==> src/rtl/conv_pkg.sv <==
// Shared types and default geometry for the convolution window address sequencer.
package conv_pkg;

    typedef enum logic [1:0] {
        IDLE = 2'd0,
        RUN  = 2'd1,
        DONE = 2'd2
    } state_e;

    localparam int DEF_IMG_W = 28;
    localparam int DEF_IMG_H = 28;
    localparam int DEF_K     = 3;
    localparam int STALL_W   = 16;

endpackage

==> src/rtl/conv_seq_cnt.sv <==
// Wrap counter: counts 0..MAX on enable and returns to 0 after MAX.
// wrap_o flags the terminal count, so an enabled cycle with wrap_o high is the wrap.
module conv_seq_cnt #(
    parameter int W   = 10,
    parameter int MAX = 2
) (
    input  logic         clk,
    input  logic         rst,
    input  logic         en_i,
    output logic [W-1:0] cnt_o,
    output logic         wrap_o
);

    localparam logic [W-1:0] MAX_V = W'(MAX);

    logic [W-1:0] cnt_q;
    logic [W-1:0] cnt_d;

    assign wrap_o = (cnt_q == MAX_V);
    assign cnt_o  = cnt_q;

    always_comb begin
        cnt_d = cnt_q;
        if (en_i) begin
            cnt_d = wrap_o ? '0 : cnt_q + W'(1);
        end
    end

    always_ff @(posedge clk) begin
        if (rst) begin
            cnt_q <= '0;
        end else begin
            cnt_q <= cnt_d;
        end
    end

endmodule

==> src/rtl/conv_window_seq.sv <==
// Generates input-pixel addresses for every KxK window of an IMG_H x IMG_W map.
// Optional stall counter output is enabled by defining CONV_SEQ_PERF_EN.
module conv_window_seq
    import conv_pkg::*;
#(
    parameter int IMG_W  = DEF_IMG_W,
    parameter int IMG_H  = DEF_IMG_H,
    parameter int K      = DEF_K,
    parameter int ADDR_W = 10
) (
    input  logic              clk,
    input  logic              rst,
    input  logic              start_signal,
    input  logic              ready,
    output logic              valid,
    output logic [ADDR_W-1:0] ifmap_addr,
    output logic              last_win,
    output logic              last_all,
    output logic              done,
    output logic              busy
`ifdef CONV_SEQ_PERF_EN
    ,
    output logic [STALL_W-1:0] stall_cnt
`endif
);

    localparam logic [ADDR_W-1:0] ROW_STEP  = ADDR_W'(IMG_W);
    localparam logic [ADDR_W-1:0] K_LAST    = ADDR_W'(K - 1);
    localparam logic [ADDR_W-1:0] OROW_LAST = ADDR_W'(IMG_H - K);

    state_e state_q;
    state_e state_d;
    logic   start_q;
    logic   trigger;
    logic   accept;

    logic [ADDR_W-1:0] kc_cnt, kr_cnt, ocol_cnt, orow_cnt;
    logic              kc_wrap, kr_wrap, ocol_wrap, orow_wrap;
    logic              kr_en, ocol_en, orow_en;

    // Offsets kr*IMG_W and orow*IMG_W, stepped by adds instead of multiplies.
    logic [ADDR_W-1:0] krow_off_q, krow_off_d;
    logic [ADDR_W-1:0] row_base_q, row_base_d;

    assign trigger = start_signal & ~start_q;

    // valid/ready: a beat transfers on a rising edge where valid & ready; while
    // valid is high and ready is low, address and flags stay frozen.
    assign valid  = (state_q == RUN);
    assign busy   = (state_q == RUN);
    assign done   = (state_q == DONE);
    assign accept = valid & ready;

    assign kr_en   = accept & kc_wrap;
    assign ocol_en = kr_en & kr_wrap;
    assign orow_en = ocol_en & ocol_wrap;

    conv_seq_cnt #(.W(ADDR_W), .MAX(K - 1)) u_kc (
        .clk(clk), .rst(rst), .en_i(accept), .cnt_o(kc_cnt), .wrap_o(kc_wrap)
    );

    conv_seq_cnt #(.W(ADDR_W), .MAX(K - 1)) u_kr (
        .clk(clk), .rst(rst), .en_i(kr_en), .cnt_o(kr_cnt), .wrap_o(kr_wrap)
    );

    conv_seq_cnt #(.W(ADDR_W), .MAX(IMG_W - K)) u_ocol (
        .clk(clk), .rst(rst), .en_i(ocol_en), .cnt_o(ocol_cnt), .wrap_o(ocol_wrap)
    );

    conv_seq_cnt #(.W(ADDR_W), .MAX(IMG_H - K)) u_orow (
        .clk(clk), .rst(rst), .en_i(orow_en), .cnt_o(orow_cnt), .wrap_o(orow_wrap)
    );

    assign last_win   = valid & (kr_cnt == K_LAST) & kc_wrap;
    assign last_all   = last_win & ocol_wrap & (orow_cnt == OROW_LAST);
    assign ifmap_addr = valid ? (row_base_q + krow_off_q + ocol_cnt + kc_cnt) : '0;

    always_comb begin
        krow_off_d = krow_off_q;
        row_base_d = row_base_q;
        if (kr_en) begin
            krow_off_d = kr_wrap ? '0 : krow_off_q + ROW_STEP;
        end
        if (orow_en) begin
            row_base_d = orow_wrap ? '0 : row_base_q + ROW_STEP;
        end
    end

    always_comb begin
        state_d = state_q;
        case (state_q)
            IDLE:    if (trigger) state_d = RUN;
            RUN:     if (accept && last_all) state_d = DONE;
            DONE:    state_d = IDLE;
            default: state_d = IDLE;
        endcase
    end

    always_ff @(posedge clk) begin
        if (rst) begin
            state_q    <= IDLE;
            start_q    <= 1'b0;
            krow_off_q <= '0;
            row_base_q <= '0;
        end else begin
            state_q    <= state_d;
            start_q    <= start_signal;
            krow_off_q <= krow_off_d;
            row_base_q <= row_base_d;
        end
    end

`ifdef CONV_SEQ_PERF_EN
    logic [STALL_W-1:0] stall_q;
    logic [STALL_W-1:0] stall_d;

    // Cleared by the trigger that actually launches a run; saturates at all-ones.
    always_comb begin
        stall_d = stall_q;
        if (trigger && state_q == IDLE) begin
            stall_d = '0;
        end else if (valid && !ready && stall_q != '1) begin
            stall_d = stall_q + STALL_W'(1);
        end
    end

    always_ff @(posedge clk) begin
        if (rst) begin
            stall_q <= '0;
        end else begin
            stall_q <= stall_d;
        end
    end

    assign stall_cnt = stall_q;
`endif

endmodule

==> config.mk <==
export PLATFORM = sky130hd
export DESIGN_NAME = conv_window_seq
export DESIGN_NICKNAME = d
export VERILOG_FILES = /design/src/rtl/conv_pkg.sv /design/src/rtl/conv_seq_cnt.sv /design/src/rtl/conv_window_seq.sv
export SDC_FILE = /design/constraint.sdc
export NUM_CORES = 1
export LEC_CHECK = 0
export CAP_MARGIN = 30
export CORE_MARGIN = 2
export CORE_UTILIZATION = 30
export CTS_BUF_LIST = sky130_fd_sc_hd__clkbuf_4 sky130_fd_sc_hd__clkbuf_8
export DETAILED_ROUTE_END_ITERATION = 8
export GPL_TIMING_DRIVEN = 0
export MAX_ROUTING_LAYER = met4
export SYNTH_ARGS = -nofsm -noshare
export SYNTH_HDL_FRONTEND = slang
export SYNTH_HIERARCHICAL = 1
export SYNTH_SLANG_ARGS = --single-unit
==> constraint.sdc <==
create_clock -name clk -period 2.9 [get_ports clk]
set_clock_uncertainty 0.1 [all_clocks]
set_input_delay 0.29 -clock clk [delete_from_list [all_inputs] [get_ports clk]]
set_output_delay 0.29 -clock clk [all_outputs]
set_load 0.005 [all_outputs]
Word level (Yosys, flattened, before mapping)

Index checks and enable logic that the tools add are counted.

Register bits after elaboration: 63
Bits of input ports: 4
Output and inout port bits: 15
Logic and storage cells: 48

$add $sub $neg: 9
Equality and inequality tests: 8
Multiplexer cells: 10
Bitwise logic cells: 10
Reduce and logical (&&, ||, !) cells: 3

Operator list:

| operator                                                                | count |
|---|---|
| 10-bit two-way mux                                                      | 7 |
| 10-bit by 1-bit adder with 10-bit output, second input constant         | 4 |
| 10-bit adder                                                            | 3 |
| 10-bit by 5-bit adder with 10-bit output, second input constant         | 2 |
| 10-bit by 2-bit == test with 1-bit output, second input constant        | 2 |
| 10-bit by 5-bit == test with 1-bit output, second input constant        | 2 |
| 1-bit AND                                                               | 9 |
| 2-bit two-way mux                                                       | 2 |
| 2-bit case mux with 2 select lines                                      | 1 |
| 2-bit by 1-bit == test with 1-bit output, second input constant         | 1 |
| 2-bit == test, second input constant                                    | 1 |
| 2-bit logical NOT                                                       | 1 |
| 2-bit by 1-bit inequality test with 1-bit output, second input constant | 1 |
| 2-bit inequality test, second input constant                            | 1 |
| 2-bit AND reduction                                                     | 1 |
| 1-bit logical AND                                                       | 1 |
| 1-bit NOT                                                               | 1 |

Depth between registers and ports, before layout

Depth after elaboration: 8
Gate-level depth with buffers: 11
Depth with buffers taken out: 10

Cells and area by module

Netlist, hierarchy kept.

By module, submodules not included:

| module                    | instances | cells an instance | area an instance (um^2) |
|---|---|---|---|
| conv_window_seq           | 1         | 211               | 1800.5 |
| conv_seq_cnt (u_kc ...)   | 2         | 57                | 504.2 |
| conv_seq_cnt (u_ocol ...) | 2         | 54                | 481.7 |

Least setup slack after synthesis

Ideal clock, no wire load.

Kind: register -> output
Start: register u_kc.cnt_q[3], in the netlist u_kc/cnt_o[3]
End: output port ifmap_addr[7]
Data arrival time: 2.792 ns
Required time: 2.510 ns
Setup slack: -0.282 ns
Stages on the path, launching flop included: 11
Path buffers: 0
Cells stage by stage: dfxtp_1 > inv_1 > fa_1 > fa_1 > inv_1 > ha_1 > nor2b_1 > o31a_1 > o21a_1 > o21a_1 > nor3_1

Longest elaborated chain between the ends: 2

Ends and longest elaborated chain:

| element                | line                  | source |
|---|---|---|
| from (decl)            | conv_seq_cnt.sv:16    | `logic [W-1:0] cnt_q;` |
| from (signal assigned) | conv_seq_cnt.sv:33    | `cnt_q <= cnt_d;` |
| 10-bit adder           | conv_window_seq.sv:76 | `assign ifmap_addr = valid ? (row_base_q + krow_off_q + ocol_cnt + kc_cnt) : '0;` |
| 10-bit two-way mux     | conv_window_seq.sv:76 |  |
| to (decl)              | conv_window_seq.sv:16 | `output logic [ADDR_W-1:0] ifmap_addr,` |

No other way between the ends.

Worst setup path in the final report

Start: register u_ocol.cnt_q[3], in the netlist u_ocol/cnt_o[3]
End: output port ifmap_addr[7]

Longest elaborated chain between the ends: 3

Ends and longest elaborated chain:

| element                    | line |
|---|---|
| from (decl)                | conv_seq_cnt.sv:16 |
| from (signal assigned)     | conv_seq_cnt.sv:33 |
| 10-bit adder (2 in series) | conv_window_seq.sv:76 |
| 10-bit two-way mux         | conv_window_seq.sv:76 |

No other way between the ends.

==> qor.yml <==
grt:
  grt_max_degree: 11
  track_usage: 0.143
  grt_pass1_wl_um: 14800
  gr-total-overflow: 0
  antenna_found_initial: 0
  grt_pass1_vias: 3199
routing:
  wl_um: 8850
  drtAntennaViolNets: 0
  post_drt_wl_per_cell_um: 13.5
  drtIter0Drc: 131
  vias: 3204
  via_per_inst: 4.88
  drc: 0
  first_pass_iters: 5
timing:
  slew_viol_final: 0
  finalHoldViolations: 0
  finalSetupViolations: 7
  fin_crit_ns: 3.44
  rsz0062_at_grt: "yes"
  fin_crit_sh: 1.19
  fin_ws_ns: -0.538
  fmaxAchievable_mhz: 291
placement:
  portBuffers: 18
  dp_slack_ns: -0.750
  postPlaceCellArea_um2: 4190
  dp_cells: 619
  hpwlAfterDp_um: 6110
  place.gp.congestion: 0.824
synthesis:
  synth_seq_cells: 59
  synth_edf_count: 0
  synth-xor-area-share: 0.0859
  synthTopCellsByArea: "dfxtp_1, fa_1, ha_1"
  synth_ff_type: "dfxtp_1"
  netlist_instances: 433
  yosysWarnings: 6
  synth_top_family_by_area: "simple AND/OR/NAND/NOR gates"
  async_reset_ff_frac: 0
  synthMuxAreaShare: 0
  synthSimpleGateAreaFrac: 0.245
  ys_types: 52
  synthAdderAreaFrac: 0.149
  syn_nets: 473
  syn_area_um2: 3770
  synth_top_cell_area_share: 0.313
  seq_area_frac_synth: 0.313
  synthTopCellsByCount: "dfxtp_1, inv_1, nor2_1, a21oi_1, xnor2_1"
  synth_most_common_cell: "dfxtp_1"
  syn_avg_cell_area_um2: 8.71
  synth_compound_area_frac: 0.130
  yosys.area.top_type: "dfxtp_1"
worst_setup_path:
  cp.required_ns: 2.51
  cp_max_fo: 3
  critPathSlowestCell: "fa_1"
  cp_cell_sequence: "inv_1 -> fa_2 -> fa_1 -> inv_2 -> ha_4 -> nor2b_4 -> o31a_1 -> o21a_1 -> o21a_1 -> nor3_2 -> buf_2"
  worstSetupEndpointType: "output pin"
  startpoint_type: "register"
  slowest_delay_ns: 0.51
  critPathArrivalTime_ns: 3.05
  cpMostUsedCell: "o21a_1"
  crit_type: "reg -> out"
floorplan:
  dieArea_um2: 13500
  ios: 19
  row_count: 40
  die_y_um: 116
  die_w_um: 116
  core_area_um2: 12200
  initial_core_util: 0.310
power_and_ir_drop:
  p_leak_uw: 0.00181
  switchingPower_uw: 365
  seqPwrFrac: 0.499
  power_density_nw_per_um2: 342
  clkPwrFrac: 0.453
  ir_worst_vdd_mv: 0.169
  p_comb_frac: 0.048
  sw_frac_of_total: 0.224
  internal_power_uw: 1260
finish:
  area_growth_pct: 26.1
  stdcell_count: 657
  diodes: 0
  fin_nets: 524
  fill_cells: 1229
  drive_gt1_frac: 0.294
  finalInstanceArea_um2: 4760
run:
  drv_cap: 0
clocking:
  clk_pin_slew_ns: 0.07
  cts_tree: "built"
  cts.sinks: 59
  root_buffer: "clkbuf_8"
  hold_buffers: 0
  cts-buffers-inserted: 9
  htree_levels: 3
  cts_buffer_depth: 2
  clkLatencyLatePin_ns: 0.34
hold_path:
  hp-class: "reg -> reg"
run_status:
  outcome: "finished, violations left"
  violations: "setup timing"
-- layout by cell type (no fill, tap or decap), types with 6 or more instances in the layout --
master	Yosys	final
or4_1	12	11
nand2_1	17	17
a21oi_1	24	23
clkdlybuf4s50_1	0	8
buf_2	9	15
xnor2_1	22	22
dfxtp_2	0	9
clkbuf_8	0	13
inv_2	1	15
dfxtp_1	59	39
dfxtp_4	0	11
nor3_1	11	8
fa_2	0	6
inv_1	53	38
ha_1	21	15
nand4_1	10	10
o31ai_1	10	10
a211oi_1	9	6
nand3_1	11	11
buf_4	2	26
xor2_1	15	15
or3_1	7	7
nor2_1	43	42
fa_1	15	9
o21ai_0	15	11
-- final timing paths --
check,start,end,slack (ns),depth (start not counted)
worst max register to register,u_kc/cnt_o[4],u_kr/cnt_o[9],0.21,9
worst min register to register,state_q[1],state_q[0],0.38,1
worst max-delay path,u_ocol/cnt_o[3],ifmap_addr[7],-0.54,11
worst min-delay path,state_q[1],state_q[0],0.38,1
-- logic make-up (layout without fill, tap and decap cells) --
family / after synthesis / count (layout)
buffers and inverters: 69 / 125
AND/OR/NAND/NOR: 156 / 156
other: 1 / 1
XOR/XNOR: 37 / 37
flip-flops: 59 / 59
adder cells (fa/ha/maj): 36 / 36
AO/OA/AOI/OAI: 75 / 75
-- registers in the layout, indices dropped and copies added, names as in the netlist --
register and cells:
u_orow/cnt_o 10, u_kr/cnt_o 10, state_q 2, start_q 1, u_kc/cnt_o 10, u_ocol/cnt_o 10, row_base_q 8, krow_off_q 8
-- layer usage --
layer	vias to the layer above	part of all wire	track usage
li1	1601	-	-
met1	1526	0.46	0.171
met2	62	0.49	0.239
met3	15	0.039	0.0384
met4	0	0.019	0.0405
met5	-	0	-
-- through the flow --
stage / utilization / total power (µW) / TNS [ns] / hold WS, ns
after detailed placement: 0.345 / 911 / -4.04 / 0.375
after CTS: 0.388 / 1650 / -2.66 / 0.384
after floorplan: - / 882 / -0.110 / 0.262
after global routing: 0.391 / 1700 / -3.34 / 0.424
final: 0.391 / 1630 / -2.56 / 0.380
after global placement: 0.345 / 909 / -3.75 / 0.352
-- area by class of cell --
class | instances | area [µm²] | area share
Multi-Input combinational cell | 305 | 2510 | 0.527
Sequential cell | 59 | 1230 | 0.259
Timing Repair Buffer | 42 | 325 | 0.0684
Tap cell | 168 | 210 | 0.0442
Inverter | 54 | 205 | 0.0431
Clock buffer | 15 | 194 | 0.0408
Buffer | 13 | 76.3 | 0.0160
Clock inverter | 1 | 5.00 | 0.00105
-- power by group through the flow --
stage	registers (µW)	clock network [µW]	logic, µW
after floorplan	837	0	44.7
after global placement	839	0	70.6
after detailed placement	839	0	72.0
after CTS	811	762	76.4
after global routing	812	805	87.2
final	812	738	78.5
-- repair_timing --
| action | 4_1_cts | 5_1_grt |
|---|---|---|
| resized for setup | 106 | 11 |
| cloned | 0 | 0 |
| setup buffers | 24 | 1 |
| pin swaps | 37 | 13 |
| endpoints found under the setup margin | 11 | 15 |
-- critical path: cells and delay by family (launching register included) --
kind	cells	cell delay, ns
adder cells (fa/ha/maj)	3	1.20
AO/OA/AOI/OAI	3	0.70
flip-flops	1	0.34
buffers and inverters	3	0.25
AND/OR/NAND/NOR	2	0.21
Power figures use the tool's default switching activity.
